### config.mk
export PLATFORM = sky130hd
export DESIGN_NAME = capture_block
export DESIGN_NICKNAME = d
export VERILOG_FILES = /design/src/rtl/capture_block.sv
export SDC_FILE = /design/constraint.sdc
export NUM_CORES = 1
export LEC_CHECK = 0
export BUFFER_PORTS_ARGS = -buffer_cell sky130_fd_sc_hd__buf_2
export CORE_ASPECT_RATIO = 1.25
export CORE_MARGIN = 2
export CORE_UTILIZATION = 55
export DETAILED_ROUTE_END_ITERATION = 12
export HOLD_SLACK_MARGIN = 0.1
export PLACE_DENSITY_LB_ADDON = 0.05
export SLEW_MARGIN = 10
export SYNTH_ARGS = -nofsm -noshare
export SYNTH_HDL_FRONTEND = slang
export SYNTH_SLANG_ARGS = --single-unit
export TNS_END_PERCENT = 10
### constraint.sdc
create_clock -name clk -period 8.29 [get_ports clk]
set_input_delay 0.4145 -clock clk [delete_from_list [all_inputs] [get_ports clk]]
set_output_delay 0.4145 -clock clk [all_outputs]
set_load 0.01 [all_outputs]
### src/rtl/capture_block.sv
// capture_block: selects one of four 8-bit sample streams, optionally waits for a
// signed level trigger, decimates, packs four samples per 32-bit word and streams
// a programmed number of words out a valid/full interface. APB configured.
module capture_block #(
  parameter int unsigned DECIM_WIDTH = 16,
  parameter int unsigned LEN_WIDTH   = 24
) (
  input  logic        clk,
  input  logic        reset,
  input  logic        penable,
  input  logic        psel,
  input  logic [31:0] paddr,
  input  logic        pwrite,
  input  logic [31:0] pwdata,
  output logic [31:0] prdata,
  input  logic [7:0]  ina_data,
  input  logic [7:0]  inb_data,
  input  logic [7:0]  ddsa_data,
  input  logic [7:0]  ddsb_data,
  output logic [31:0] usb_wr_data,
  output logic        usb_wr_valid,
  input  logic        usb_wr_full
);

  typedef enum logic [1:0] {
    StIdle    = 2'd0,
    StArmed   = 2'd1,
    StCapture = 2'd2,
    StDone    = 2'd3
  } state_e;

  logic [7:0]             addr;
  logic                   wr_en;
  logic                   arm;
  logic                   abort;
  logic                   unused_bits;

  logic [1:0]             src_q;
  logic                   trig_en_q;
  logic                   trig_fall_q;
  logic [7:0]             trig_level_q;
  logic [DECIM_WIDTH-1:0] decim_q;
  logic [LEN_WIDTH-1:0]   length_q;

  logic [7:0]             src_data;
  logic [7:0]             smp_q;
  logic [7:0]             prev_q;
  logic                   trig_hit;

  state_e                 state_q;
  logic [DECIM_WIDTH-1:0] dec_cnt_q;
  logic [23:0]            pack_q;
  logic [1:0]             idx_q;
  logic [LEN_WIDTH-1:0]   gen_q;
  logic [LEN_WIDTH-1:0]   count_q;
  logic                   ovf_q;
  logic [31:0]            data_q;
  logic                   valid_q;

  logic                   take;
  logic                   accept;
  logic                   gen_room;

  assign addr        = paddr[7:0];
  assign wr_en       = psel & penable & pwrite;
  assign arm         = wr_en && (addr == 8'h00) && pwdata[0];
  assign abort       = wr_en && (addr == 8'h00) && pwdata[1];
  assign unused_bits = ^{paddr[31:8], pwdata};

  assign take     = (dec_cnt_q == '0);
  assign accept   = valid_q & ~usb_wr_full;
  // Only words actually loaded count towards LENGTH; dropped words are regenerated.
  assign gen_room = (gen_q < length_q);

  assign usb_wr_data  = data_q;
  assign usb_wr_valid = valid_q;

  // APB configuration registers
  always_ff @(posedge clk or negedge reset) begin
    if (!reset) begin
      src_q        <= 2'd0;
      trig_en_q    <= 1'b0;
      trig_fall_q  <= 1'b0;
      trig_level_q <= 8'd0;
      decim_q      <= '0;
      length_q     <= '0;
    end else if (wr_en) begin
      case (addr)
        8'h00: begin
          src_q       <= pwdata[3:2];
          trig_en_q   <= pwdata[4];
          trig_fall_q <= pwdata[5];
        end
        8'h04:   trig_level_q <= pwdata[7:0];
        8'h08:   decim_q      <= pwdata[DECIM_WIDTH-1:0];
        8'h0C:   length_q     <= pwdata[LEN_WIDTH-1:0];
        default: ;
      endcase
    end
  end

  // APB read mux, combinational and zero when not selected
  always_comb begin
    prdata = 32'd0;
    if (psel) begin
      case (addr)
        8'h00:   prdata = {26'd0, trig_fall_q, trig_en_q, src_q, 2'b00};
        8'h04:   prdata = {24'd0, trig_level_q};
        8'h08:   prdata = 32'(decim_q);
        8'h0C:   prdata = 32'(length_q);
        8'h10:   prdata = {29'd0, ovf_q, state_q};
        8'h14:   prdata = 32'(count_q);
        default: prdata = 32'd0;
      endcase
    end
  end

  // Source select
  always_comb begin
    unique case (src_q)
      2'd0: src_data = ina_data;
      2'd1: src_data = inb_data;
      2'd2: src_data = ddsa_data;
      2'd3: src_data = ddsb_data;
    endcase
  end

  // Sample register and one-sample history for edge detection
  always_ff @(posedge clk or negedge reset) begin
    if (!reset) begin
      smp_q  <= 8'd0;
      prev_q <= 8'd0;
    end else begin
      smp_q  <= src_data;
      prev_q <= smp_q;
    end
  end

  // Signed level crossing in the selected direction
  always_comb begin
    if (trig_fall_q) begin
      trig_hit = ($signed(prev_q) >= $signed(trig_level_q)) &&
                 ($signed(smp_q) < $signed(trig_level_q));
    end else begin
      trig_hit = ($signed(prev_q) < $signed(trig_level_q)) &&
                 ($signed(smp_q) >= $signed(trig_level_q));
    end
  end

  // Capture FSM with decimator, packer and registered output word
  always_ff @(posedge clk or negedge reset) begin
    if (!reset) begin
      state_q   <= StIdle;
      dec_cnt_q <= '0;
      pack_q    <= 24'd0;
      idx_q     <= 2'd0;
      gen_q     <= '0;
      count_q   <= '0;
      ovf_q     <= 1'b0;
      data_q    <= 32'd0;
      valid_q   <= 1'b0;
    end else if (abort) begin
      state_q <= StIdle;
      valid_q <= 1'b0;
      pack_q  <= 24'd0;
      idx_q   <= 2'd0;
    end else begin
      if (accept) begin
        valid_q <= 1'b0;
      end
      unique case (state_q)
        StIdle, StDone: begin
          valid_q <= 1'b0;
          if (arm) begin
            count_q   <= '0;
            gen_q     <= '0;
            ovf_q     <= 1'b0;
            pack_q    <= 24'd0;
            idx_q     <= 2'd0;
            dec_cnt_q <= '0;
            state_q   <= (length_q == '0) ? StDone : StArmed;
          end
        end
        StArmed: begin
          if (!trig_en_q) begin
            dec_cnt_q <= '0;
            state_q   <= StCapture;
          end else if (trig_hit) begin
            // Trigger sample is the first captured sample; decimator restarts here.
            pack_q[7:0] <= smp_q;
            idx_q       <= 2'd1;
            dec_cnt_q   <= decim_q;
            state_q     <= StCapture;
          end
        end
        StCapture: begin
          if (take) begin
            dec_cnt_q <= decim_q;
          end else begin
            dec_cnt_q <= dec_cnt_q - DECIM_WIDTH'(1);
          end
          if (take && gen_room) begin
            unique case (idx_q)
              2'd0: pack_q[7:0]   <= smp_q;
              2'd1: pack_q[15:8]  <= smp_q;
              2'd2: pack_q[23:16] <= smp_q;
              2'd3: begin
                pack_q <= 24'd0;
                if (valid_q && usb_wr_full) begin
                  ovf_q <= 1'b1;
                end else begin
                  data_q  <= {smp_q, pack_q};
                  valid_q <= 1'b1;
                  gen_q   <= gen_q + LEN_WIDTH'(1);
                end
              end
            endcase
            idx_q <= idx_q + 2'd1;
          end
          if (accept) begin
            count_q <= count_q + LEN_WIDTH'(1);
            if (count_q + LEN_WIDTH'(1) >= length_q) begin
              state_q <= StDone;
            end
          end
        end
      endcase
    end
  end

endmodule

[After elaboration in Yosys (flattened, before gate mapping)]
Index checks and enable logic that the tools add are counted.
Word-level totals
  bits in writable memories: 0
  ROM bits: 0
  bits in latches: 0
  register bits: 194
  input bits: 102
  memories kept: 0
  output and inout port bits: 65
Cells by class
  div/mod/pow operators: 0
  add/subtract/negate cells: 4
  equal/unequal tests: 31
  multipliers: 0
  reductions and logical operators: 30
  shift-type cells: 0
  order comparisons: 6
  muxes and demuxes: 50
  bitwise gates (word level): 6
Operator list (number)
  2-to-1 mux 24 bit: 8
  one-hot mux 24 bit (6 select lines): 1
  one-hot mux 24 bit (2 select lines): 2
  2-to-1 mux 16 bit: 4
  adder 24 x 1 -> 24 bit, second input constant: 2
  one-hot mux 16 bit (3 select lines): 1
  one-hot mux 8 bit (2 select lines): 3
  one-hot mux 16 bit (2 select lines): 1
  one-hot mux 8 bit (4 select lines): 1
  greater-or-equal comparator 24 bit: 1
  logical NOT 24 bit: 1
  < comparator 24 bit: 1
  2-to-1 mux 2 bit: 12
  one-hot mux 8 bit (3 select lines): 1
  inequality test 3 bit, second input constant: 7
  AND reduction 4 bit: 5
  equality test 8 x 4 -> 1 bit, second input constant: 2
  equality test 8 x 5 -> 1 bit, second input constant: 2
  greater-or-equal comparator 8 bit: 2
  logical NOT 16 bit: 1
  < comparator 8 bit: 2
  2-to-1 mux 8 bit: 2
  subtractor 16 x 1 -> 16 bit, second input constant: 1
  equality test 2 bit, second input constant: 6
  22 further kinds: 58

[Depth between registers and ports, before layout]
Gate-level depths: netlist of the first run.
  depth after elaboration: 8
  depth in mapped cells: 15
  mapped depth without buffers: 13

[Worst setup path before layout of the first run]
No wires, ideal clock.
  kind: register to register
  start point: register count_q[2]
  end point: register state_q[1]
  stages on the path, launching flop included: 16
  period minus slack after synthesis: 3150 ps
  setup slack: 5140 ps
  buffers on the path: 2
  setup time: 94 ps
  arrival: 3056 ps
  path through: dfrtp_1 -> clkbuf_1 -> nand3_1 -> nor3_1 -> and4_1 -> clkbuf_1 -> and3_1 -> nand3_1 -> xnor2_1 -> ha_1 -> nand4_1 -> nor3_1 -> o221a_2 -> a31oi_1 -> a21o_1 -> a211oi_1
On the way
  longest elaborated chain between the ends: 4
Ends and longest elaborated chain
  start: declaration: line 55  | logic [LEN_WIDTH-1:0] count_q;
  start signal: assignment: line 221  | count_q <= count_q + LEN_WIDTH'(1);
  adder 24 x 1 -> 24 bit: line 222  | if (count_q + LEN_WIDTH'(1) >= length_q) begin
  greater-or-equal comparator 24 bit: line 222
  inequality test 3 bit (no source line)
  AND reduction 4 bit (no source line)
  end signal: assignment: line 187  | state_q <= StCapture;
  end signal: assignment: line 193  | state_q <= StCapture;
  end signal: assignment: line 223  | state_q <= StDone;
  end: declaration: line 50  | state_e state_q;
Every way passes these cells.
A chain may end at the register's enable or synchronous reset.

[Worst setup path after layout of the first run]
  start point: register dec_cnt_q[0]
  end point: register gen_q[3]
On the way
  longest elaborated chain between the ends: 4
Ends and longest elaborated chain
  start: declaration: line 51  | logic [DECIM_WIDTH-1:0] dec_cnt_q;
  start signal: assignment: line 192  | dec_cnt_q <= decim_q;
  start signal: assignment: line 198  | dec_cnt_q <= decim_q;
  start signal: assignment: line 200  | dec_cnt_q <= dec_cnt_q - DECIM_WIDTH'(1);
  logical NOT 16 bit: line 70  | assign take = (dec_cnt_q == '0);
  logical AND 1 bit: line 202  | if (take && gen_room) begin
  inequality test 2 bit (no source line)
  AND reduction 6 bit (no source line)
  end signal: assignment: line 214  | gen_q <= gen_q + LEN_WIDTH'(1);
  end: declaration: line 54  | logic [LEN_WIDTH-1:0] gen_q;
Every way passes these cells.

==> results of run 1 <==
stage by stage:
| stage | hold slack, ns | cells |
|---|---|---|
| CTS | 0.195 | 1525 |
| finish | 0.200 | 1526 |
| detailed placement | 0.456 | 1492 |
| floorplan | 0.119 | 1151 |
| global placement | 0.447 | 1492 |
| global route | 0.197 | 1526 |
per-layer routing:
metal	routed length [um]	vias up
li1	-	4393
met1	12900	4651
met2	15900	281
met3	1410	52
met4	755	0
met5	0	-
where the power goes:
group	internal (mW)	switching [mW]
registers	1.02	0.0749
logic	0.333	0.635
clock network	0.413	0.438
total	1.76	1.15
worst max-delay path: cells and delay by family, from the launching register on:
kind,cells,cell delay (ns)
AOI/OAI and AO/OA,5,1.89
and+or+nand+nor,2,1.13
DFF,1,0.43
adders and majority gates,1,0.20
buffers and inverters,1,0.07
kinds of logic after synthesis:
family | after synthesis | share of synthesized area (%)
simple gates | 310 | 13.6
compound gates | 284 | 17.8
flops | 194 | 42.0
buf+inv | 135 | 4.79
mux | 105 | 10.8
fa+ha+maj | 72 | 7.79
xor+xnor | 43 | 3.25
other cells | 1 | 0.0324
sequential cells by signal (all words and copies together) (netlist names), 16 cells and up:
register and count:
usb_wr_data 32, dec_cnt_q 16, count_q 24, gen_q 24, length_q 24, decim_q 16
pack_q 24
final cells by class:
cell class	instances	area (sq um)	area share, %
clock inverters	15	178	1.37
multi-input cells	822	6200	47.7
flip-flops and latches	194	4850	37.4
repair buffers	140	747	5.75
diodes	1	2.50	0.0193
inverters	63	236	1.82
well taps	274	343	2.64
clock buffers	17	425	3.28
worst max-delay path by stage:
stage                                        endpoint  slack [ns]  depth (start not counted)
after floorplan                state_q[1]$_DFFE_PN0P_        5.14                         15
after global placement    usb_wr_data[29]$_DFFE_PN0P_        4.48                          8
after detailed placement         gen_q[3]$_DFFE_PN0P_        4.48                          9
after CTS                  usb_wr_data[6]$_DFFE_PN0P_        4.41                          8
after global routing           state_q[1]$_DFFE_PN0P_        4.17                         13
final                            gen_q[3]$_DFFE_PN0P_        4.45                          9
synth_stat cells, types with 7 or more instances:
| master | instances | share of area, % |
|---|---|---|
| dfrtp_1 | 194 | 42 |
| nor2_1 | 90 | 2.9 |
| mux2_2 | 76 | 7.4 |
| ha_1 | 72 | 7.8 |
| nand2_1 | 70 | 2.3 |
| o21ai_0 | 67 | 2.9 |
| inv_1 | 62 | 2.0 |
| a21oi_1 | 57 | 2.5 |
| clkbuf_1 | 51 | 1.7 |
| a22oi_1 | 37 | 2.4 |
| xnor2_1 | 29 | 2.2 |
| nand4_1 | 26 | 1.4 |
| and3_1 | 22 | 1.2 |
| mux2i_1 | 21 | 1.8 |
| nand3_1 | 19 | 0.82 |
| a22o_1 | 18 | 1.4 |
| nor3_1 | 17 | 0.74 |
| o2bb2ai_1 | 16 | 1.2 |
| nor4_1 | 14 | 0.76 |
| xor2_1 | 14 | 1.1 |
| and4_1 | 9 | 0.68 |
| buf_4 | 9 | 0.58 |
| o31ai_1 | 9 | 0.58 |
| or3_1 | 9 | 0.49 |
| a211oi_1 | 8 | 0.52 |
| a21o_1 | 8 | 0.52 |
| mux4_2 | 8 | 1.6 |
| a31oi_1 | 7 | 0.38 |
| and2_1 | 7 | 0.38 |
==> flow_metrics.env, run 1 <==
export IMPL_synth_seq_cells=194
export IMPL_cp_start_kind="register"
export IMPL_max_freq_mhz=260
export IMPL_ys_types=75
export IMPL_area_growth_pct=12.2
export IMPL_min_period_ns=3.84
export IMPL_fin_crit_sh_pct=46.3
export IMPL_crit_required_ns=8.62
export IMPL_cp_slowest_cell="a211oi_2"
export IMPL_initial_utilization_pct=55.8
export IMPL_final_area_sq_um=13000
export IMPL_postCtsSetupBuffers=0
export IMPL_cp_arrival_ns=4.17
export IMPL_cp_max_fo=19
export IMPL_ctsResizeCount=0
export IMPL_slew_headroom_pct=21.7
export IMPL_grt_antenna_before_repair=1
export IMPL_dr_pass1_iters=5
export IMPL_powerDensity_nw_per_um2=224
export IMPL_hold_viol=0
export IMPL_final_cell_mix="dfrtp_1, buf_2, nor2_1, mux2_2, ha_1"
export IMPL_core_area_sq_um=20700
export IMPL_synth_area_sq_um=11600
export IMPL_yosysWarnings=0
export IMPL_crit_path_start="dec_cnt_q[0]$_DFFE_PN0P_"
export IMPL_top_usage_layer="met2"
export IMPL_cts_num_sinks=194
export IMPL_die_h_um=166
export IMPL_hold_depth=3
export IMPL_worst_r2r_startpoint="dec_cnt_q[0]$_DFFE_PN0P_"
export IMPL_finalSetupTns_ns=0
export IMPL_rsz0062_at_grt="false"
export IMPL_ys_async_sr_fraction_pct=100
export IMPL_use_met3_pct=3.66
export IMPL_htree_num_levels=4
export IMPL_hp_start="pwdata[7]"
export IMPL_use_met2_pct=50.6
export IMPL_die_area_sq_um=22200
export IMPL_cts_hold_buf=1
export IMPL_setup_slack_ns=4.45
export IMPL_r2r_end="gen_q[3]$_DFFE_PN0P_"
export IMPL_dr_total_vias=9377
export IMPL_synth_seq_area_share_pct=42.0
export IMPL_cts_made_buffers=17
export IMPL_synthFlopType="dfrtp_1"
export IMPL_rows=59
export IMPL_utilization_pct=62.6
export IMPL_worst_slew_pin_slew_ns=1.17
export IMPL_criticalPathCategory="register to register"
export IMPL_synth_avg_cell_area_sq_um=10.1
export IMPL_leakage_nw=6.13
export IMPL_totalPowerFinal_mw=2.91
export IMPL_path_cells="inv_1, ha_1, or4b_1, or4_1, a211oi_4, o211ai_4, a211oi_2, a21oi_1, a31o_1"
export IMPL_r2r_slack_ns=4.45
export IMPL_ios=167
export IMPL_wire_per_inst_um=20.3
export IMPL_drcViolationCount=0
export IMPL_hold_path_class="input pin to register"
export IMPL_grt_max_degree=88
export IMPL_synth_enable_flop_cells=0
export IMPL_setup_viol=0
export IMPL_drtIter0Drc=637
export IMPL_root_buffer="clkbuf_16"
export IMPL_clockBufferDepth=2
export IMPL_slowest_delay_ns=0.87
export IMPL_drt_total_wl_um=31000
export IMPL_ant_nets=0
export IMPL_hpwlAfterDp_um=22400
export IMPL_drive_gt1_share_pct=22.4
export IMPL_viasPerCell=6.14
export IMPL_clk_pin_slew_ns=0.08
export IMPL_final_common_cell="dfrtp_1"
export IMPL_maxCapViolCount=0
export IMPL_ir_drop_v=0.000190
export IMPL_gp_congestion=0.894
export IMPL_finalClockSkew_ns=0.0117
export IMPL_grt_ovfl_total=0
export IMPL_n_fill_cell=1776
export IMPL_grt_pass1_wl_um=50200
export IMPL_place_ws_ns=4.48
export IMPL_postSynthCellCount=1144
export IMPL_portBuffers=126
export IMPL_status="completed"
export IMPL_drv_slew=0
export IMPL_worst_setup_path_end_kind="register"
export IMPL_placed_cell_area_sq_um=12400
export IMPL_cts_tree="built"
export IMPL_die_x_um=134
export IMPL_r2r_cells=9
export IMPL_insertion_delay_ns=0.44
export IMPL_grt_usage_pct=28.7
export IMPL_min_to="trig_level_q[7]$_DFFE_PN0P_"
export IMPL_nets=1412
export IMPL_grt_use_met1_pct=36.5
export IMPL_grt_pass1_vias=9251
No activity file was read; power rests on OpenSTA's default activity.
==> inputs of run 2 (changes only) <==
- CORE_UTILIZATION: 55 -> 53
- clock period: 8.29 -> 3.51 ns (I/O delays scaled with it)
==> flow_metrics.env, run 2 (same netlist as run 1, synthesis figures left out) <==
export IMPL_dp_cells=1531
export IMPL_hpwlAfterDp_um=22700
export IMPL_totalPowerFinal_mw=7.05
export IMPL_grt_pass1_wl_um=51100
export IMPL_ant_nets=0
export IMPL_slowest_delay_ns=0.58
export IMPL_final_cells=1605
export IMPL_portBuffers=126
export IMPL_fin_worst_hold_slack_ns=0.129
export IMPL_status="completed"
export IMPL_grt_ovfl_total=0
export IMPL_hold_viol=0
export IMPL_nets=1486
export IMPL_htree_num_levels=4
export IMPL_grt_max_degree=86
export IMPL_final_common_cell="dfrtp_1"
export IMPL_final_area_sq_um=13700
export IMPL_die_h_um=169
export IMPL_grt_usage_pct=28.5
export IMPL_setup_viol=0
export IMPL_min_period_ns=3.28
export IMPL_max_freq_mhz=304
export IMPL_cts_num_sinks=194
export IMPL_die_x_um=136
export IMPL_grt_pass1_vias=9647
export IMPL_cts_tree="built"
export IMPL_cp_arrival_ns=3.61
export IMPL_ir_drop_v=0.000371
export IMPL_criticalPathCategory="register to register"
export IMPL_largest_reg_flops=32
export IMPL_final_cell_mix="dfrtp_1, buf_2, nor2_1, mux2_2, ha_1"
export IMPL_drt_total_wl_um=31900
export IMPL_hold_path_class="input pin to register"
export IMPL_die_area_sq_um=23000
export IMPL_drive_gt1_share_pct=24.5
export IMPL_path_cells="inv_1, ha_1, or4b_1, or4_4, a211oi_4, o211ai_4, buf_12, a2111oi_2, xnor2_1, nor2_1"
export IMPL_drv_slew=0
export IMPL_finalClockSkew_ns=0.0152
export IMPL_maxCapViolCount=0
export IMPL_clockBufferDepth=2
export IMPL_fin_crit_sh_pct=93.6
export IMPL_area_growth_pct=18.7
export IMPL_dr_total_vias=9618
export IMPL_grt_antenna_before_repair=1
export IMPL_rows=60
export IMPL_powerDensity_nw_per_um2=513
export IMPL_initial_utilization_pct=53.9
export IMPL_crit_required_ns=3.83
export IMPL_ios=167
export IMPL_wire_per_inst_um=19.9
export IMPL_worst_setup_path_end_kind="register"
export IMPL_dr_pass1_iters=6
export IMPL_placed_cell_area_sq_um=12700
export IMPL_drtIter0Drc=546
export IMPL_clk_pin_slew_ns=0.08
export IMPL_cp_max_fo=14
export IMPL_gp_congestion=0.857
export IMPL_utilization_pct=64.0
export IMPL_drcViolationCount=0
export IMPL_cp_slowest_cell="or4_4"
export IMPL_insertion_delay_ns=0.44
export IMPL_cts_made_buffers=17
export IMPL_worst_slew_pin_slew_ns=0.882
export IMPL_slew_headroom_pct=41.2
export IMPL_viasPerCell=5.99
export IMPL_cp_start_kind="register"
export IMPL_core_area_sq_um=21500
export IMPL_root_buffer="clkbuf_16"
export IMPL_leakage_nw=6.49
run 2: area by class of cell:
class                           count  area [sq um]
Fill cell                        1802          7740
Multi-Input combinational cell    822          6250
Sequential cell                   194          4860
Timing Repair Buffer              214          1440
Clock buffer                       18           429
Tap cell                          279           349
Inverter                           63           236
Clock inverter                     14           164
Antenna cell                        1          2.50
run 2: worst paths after layout:
check / cells after the start / start / to / slack (ns)
worst max-delay path: 10 / dec_cnt_q[0]$_DFFE_PN0P_ / gen_q[15]$_DFFE_PN0P_ / 0.23
worst min-delay path: 3 / usb_wr_full / usb_wr_valid$_DFF_PN0_ / 0.13
worst max register to register: 10 / dec_cnt_q[0]$_DFFE_PN0P_ / gen_q[15]$_DFFE_PN0P_ / 0.23
worst min register to register: 0 / smp_q[0]$_DFF_PN0_ / prev_q[0]$_DFF_PN0_ / 0.45
max in group asynchronous: 3 / reset / usb_wr_data[27]$_DFFE_PN0P_ / 2.19
min in group asynchronous: 2 / reset / length_q[12]$_DFFE_PN0P_ / 0.35
run 2: report_power, final:
group | switching [mW] | internal, mW | leakage [nW]
logic | 1.57 | 0.916 | 3.60
clock network | 0.966 | 1.02 | 0.285
registers | 0.181 | 2.40 | 2.60
run 2: through the flow:
step	TNS, ns	setup slack, ns
after CTS	0	0.0882
after floorplan	0	0.360
final	0	0.226
after global placement	0	0.192
after global routing	-0.0233	-0.0233
after detailed placement	0	0.150
run 2: layer usage:
layer	routed length [um]	vias up	part of all wire [%]	track usage, %
met3	1420	61	4.5	4.12
met2	16600	290	52	50.0
met5	0	-	0	0
met1	13000	4727	41	35.5
li1	-	4540	-	-
met4	922	0	2.9	10.2
run 2: repair_timing:
item | 4_1_cts | 5_1_grt
hold buffers | 41 | 0
endpoints found under the setup margin | 0 | 16
gates resized for setup | 0 | 14
buffers inserted | 0 | 0
endpoints found under the hold margin | 143 | 0
run 2: critical path, delay by kind of cell, from the launching register on:
| kind | cells | cell delay (ns) |
|---|---|---|
| compound gates | 3 | 1.00 |
| buf+inv | 2 | 0.30 |
| fa+ha+maj | 1 | 0.20 |
| xor+xnor | 1 | 0.16 |
| simple gates | 3 | 1.08 |
| flops | 1 | 0.42 |
==> inputs of run 3 (changes only) <==
- CORE_UTILIZATION: 53 -> 54
- CTS_BUF_LIST: not set -> sky130_fd_sc_hd__clkbuf_8
==> flow_metrics.env, run 3 (same netlist as run 1, synthesis figures left out) <==
export IMPL_cp_arrival_ns=3.74
export IMPL_slew_headroom_pct=43.0
export IMPL_htree_num_levels=4
export IMPL_area_growth_pct=16.3
export IMPL_totalPowerFinal_mw=6.55
export IMPL_leakage_nw=6.35
export IMPL_ios=167
export IMPL_grt_max_degree=57
export IMPL_grt_usage_pct=28.9
export IMPL_dp_cells=1517
export IMPL_nets=1478
export IMPL_final_cell_mix="dfrtp_1, buf_2, nor2_1, mux2_2"
export IMPL_drv_slew=0
export IMPL_crit_required_ns=3.89
export IMPL_drive_gt1_share_pct=23.5
export IMPL_final_common_cell="dfrtp_1"
export IMPL_maxCapViolCount=0
export IMPL_fin_crit_sh_pct=95.7
export IMPL_grt_ovfl_total=0
export IMPL_die_area_sq_um=22600
export IMPL_finalSetupTns_ns=0
export IMPL_rows=59
export IMPL_grt_pass1_vias=9697
export IMPL_hold_path_class="input pin to asynchronous set/reset pin"
export IMPL_hpwlAfterDp_um=23200
export IMPL_postCtsSetupBuffers=0
export IMPL_core_area_sq_um=20900
export IMPL_clockBufferDepth=2
export IMPL_ir_drop_v=0.000343
export IMPL_status="completed"
export IMPL_setup_viol=0
export IMPL_grt_pass1_wl_um=51200
export IMPL_cts_made_buffers=17
export IMPL_clk_pin_slew_ns=0.12
export IMPL_viasPerCell=6.04
export IMPL_portBuffers=126
export IMPL_die_h_um=168
export IMPL_n_fill_cell=1738
export IMPL_powerDensity_nw_per_um2=487
export IMPL_drcViolationCount=0
export IMPL_die_x_um=135
export IMPL_cp_max_fo=13
export IMPL_worst_slew_pin_slew_ns=0.856
export IMPL_cts_tree="built"
export IMPL_initial_utilization_pct=55.4
export IMPL_cp_start_kind="register"
export IMPL_min_period_ns=3.36
export IMPL_cts_num_sinks=194
export IMPL_largest_reg_flops=32
export IMPL_hold_viol=0
export IMPL_worst_setup_path_end_kind="register"
export IMPL_ant_nets=0
export IMPL_gp_congestion=0.913
export IMPL_rsz0062_at_grt="false"
export IMPL_dr_total_vias=9622
export IMPL_grt_antenna_before_repair=1
export IMPL_finalClockSkew_ns=0.0169
export IMPL_drt_total_wl_um=31700
export IMPL_dr_pass1_iters=5
export IMPL_root_buffer="clkbuf_8"
export IMPL_wire_per_inst_um=19.9
export IMPL_final_cells=1592
export IMPL_criticalPathCategory="register to register"
export IMPL_insertion_delay_ns=0.49
export IMPL_drtIter0Drc=567
export IMPL_max_freq_mhz=298
## run 3: final timing paths
check	from	to	cells after the start	slack, ns
setup / recovery	dec_cnt_q[0]$_DFFE_PN0P_	gen_q[9]$_DFFE_PN0P_	10	0.15
hold / removal	reset	length_q[13]$_DFFE_PN0P_	2	0.22
setup reg to reg	dec_cnt_q[0]$_DFFE_PN0P_	gen_q[9]$_DFFE_PN0P_	10	0.15
hold reg to reg	smp_q[0]$_DFF_PN0_	prev_q[0]$_DFF_PN0_	0	0.49
max in group asynchronous	reset	pack_q[0]$_DFFE_PN0P_	3	2.37
min in group clk	paddr[6]	trig_fall_q$_DFFE_PN0P_	5	0.22
## run 3: report_power, final
group          switching (mW)  leakage, nW  internal (mW)
clock                   0.971        0.210          0.575
combinational            1.53         3.54          0.894
sequential              0.180         2.60           2.40
total                    2.68         6.35           3.87
## run 3: through the flow
| step | instance area, sq um | hold slack (ns) | utilization [%] | setup WS [ns] |
|---|---|---|---|---|
| 6_report | 13500 | 0.220 | 64.4 | 0.152 |
| 5_1_grt | 13500 | 0.225 | 64.4 | 0.0143 |
| 3_5_place_dp | 12600 | 0.182 | 60.2 | 0.143 |
| 3_3_place_gp | 12600 | 0.180 | 60.2 | 0.197 |
| 2_1_floorplan | 11600 | -0.120 | - | 0.360 |
| 4_1_cts | 13400 | 0.190 | 64.3 | 0.135 |
## run 3: metal layers
metal | global-route usage, % | wire length, um | vias to the layer above
met1 | 36.7 | 13200 | 4755
met3 | 4.27 | 1400 | 67
li1 | - | - | 4528
met5 | 0 | 0 | -
met4 | 11.5 | 1050 | 0
met2 | 49.6 | 16100 | 272
## run 3: what timing repair did
action	CTS	global route
gates resized for setup	0	6
endpoints found under the setup margin	0	3
hold buffers	42	0
hold endpoints to repair	113	0
## run 3: area by class of cell
cell class | instances | area [sq um] | share of cell area, %
multi-input cells | 822 | 6230 | 46.3
flip-flops and latches | 194 | 4850 | 36.1
repair buffers | 206 | 1360 | 10.1
well taps | 274 | 343 | 2.55
clock buffers | 18 | 248 | 1.84
inverters | 63 | 236 | 1.76
clock inverters | 14 | 186 | 1.39
diodes | 1 | 2.50 | 0.0186
## run 3: worst max-delay path: stages, from the launching register on
cell and delay, ns:
dfrtp_1 0.44, inv_1 0.07, ha_1 0.20, or4b_1 0.44
or4_1 0.67, a211oi_4 0.33, o211ai_4 0.26, buf_12 0.23
a2111oi_2 0.39, xnor2_1 0.16, nor2_1 0.05
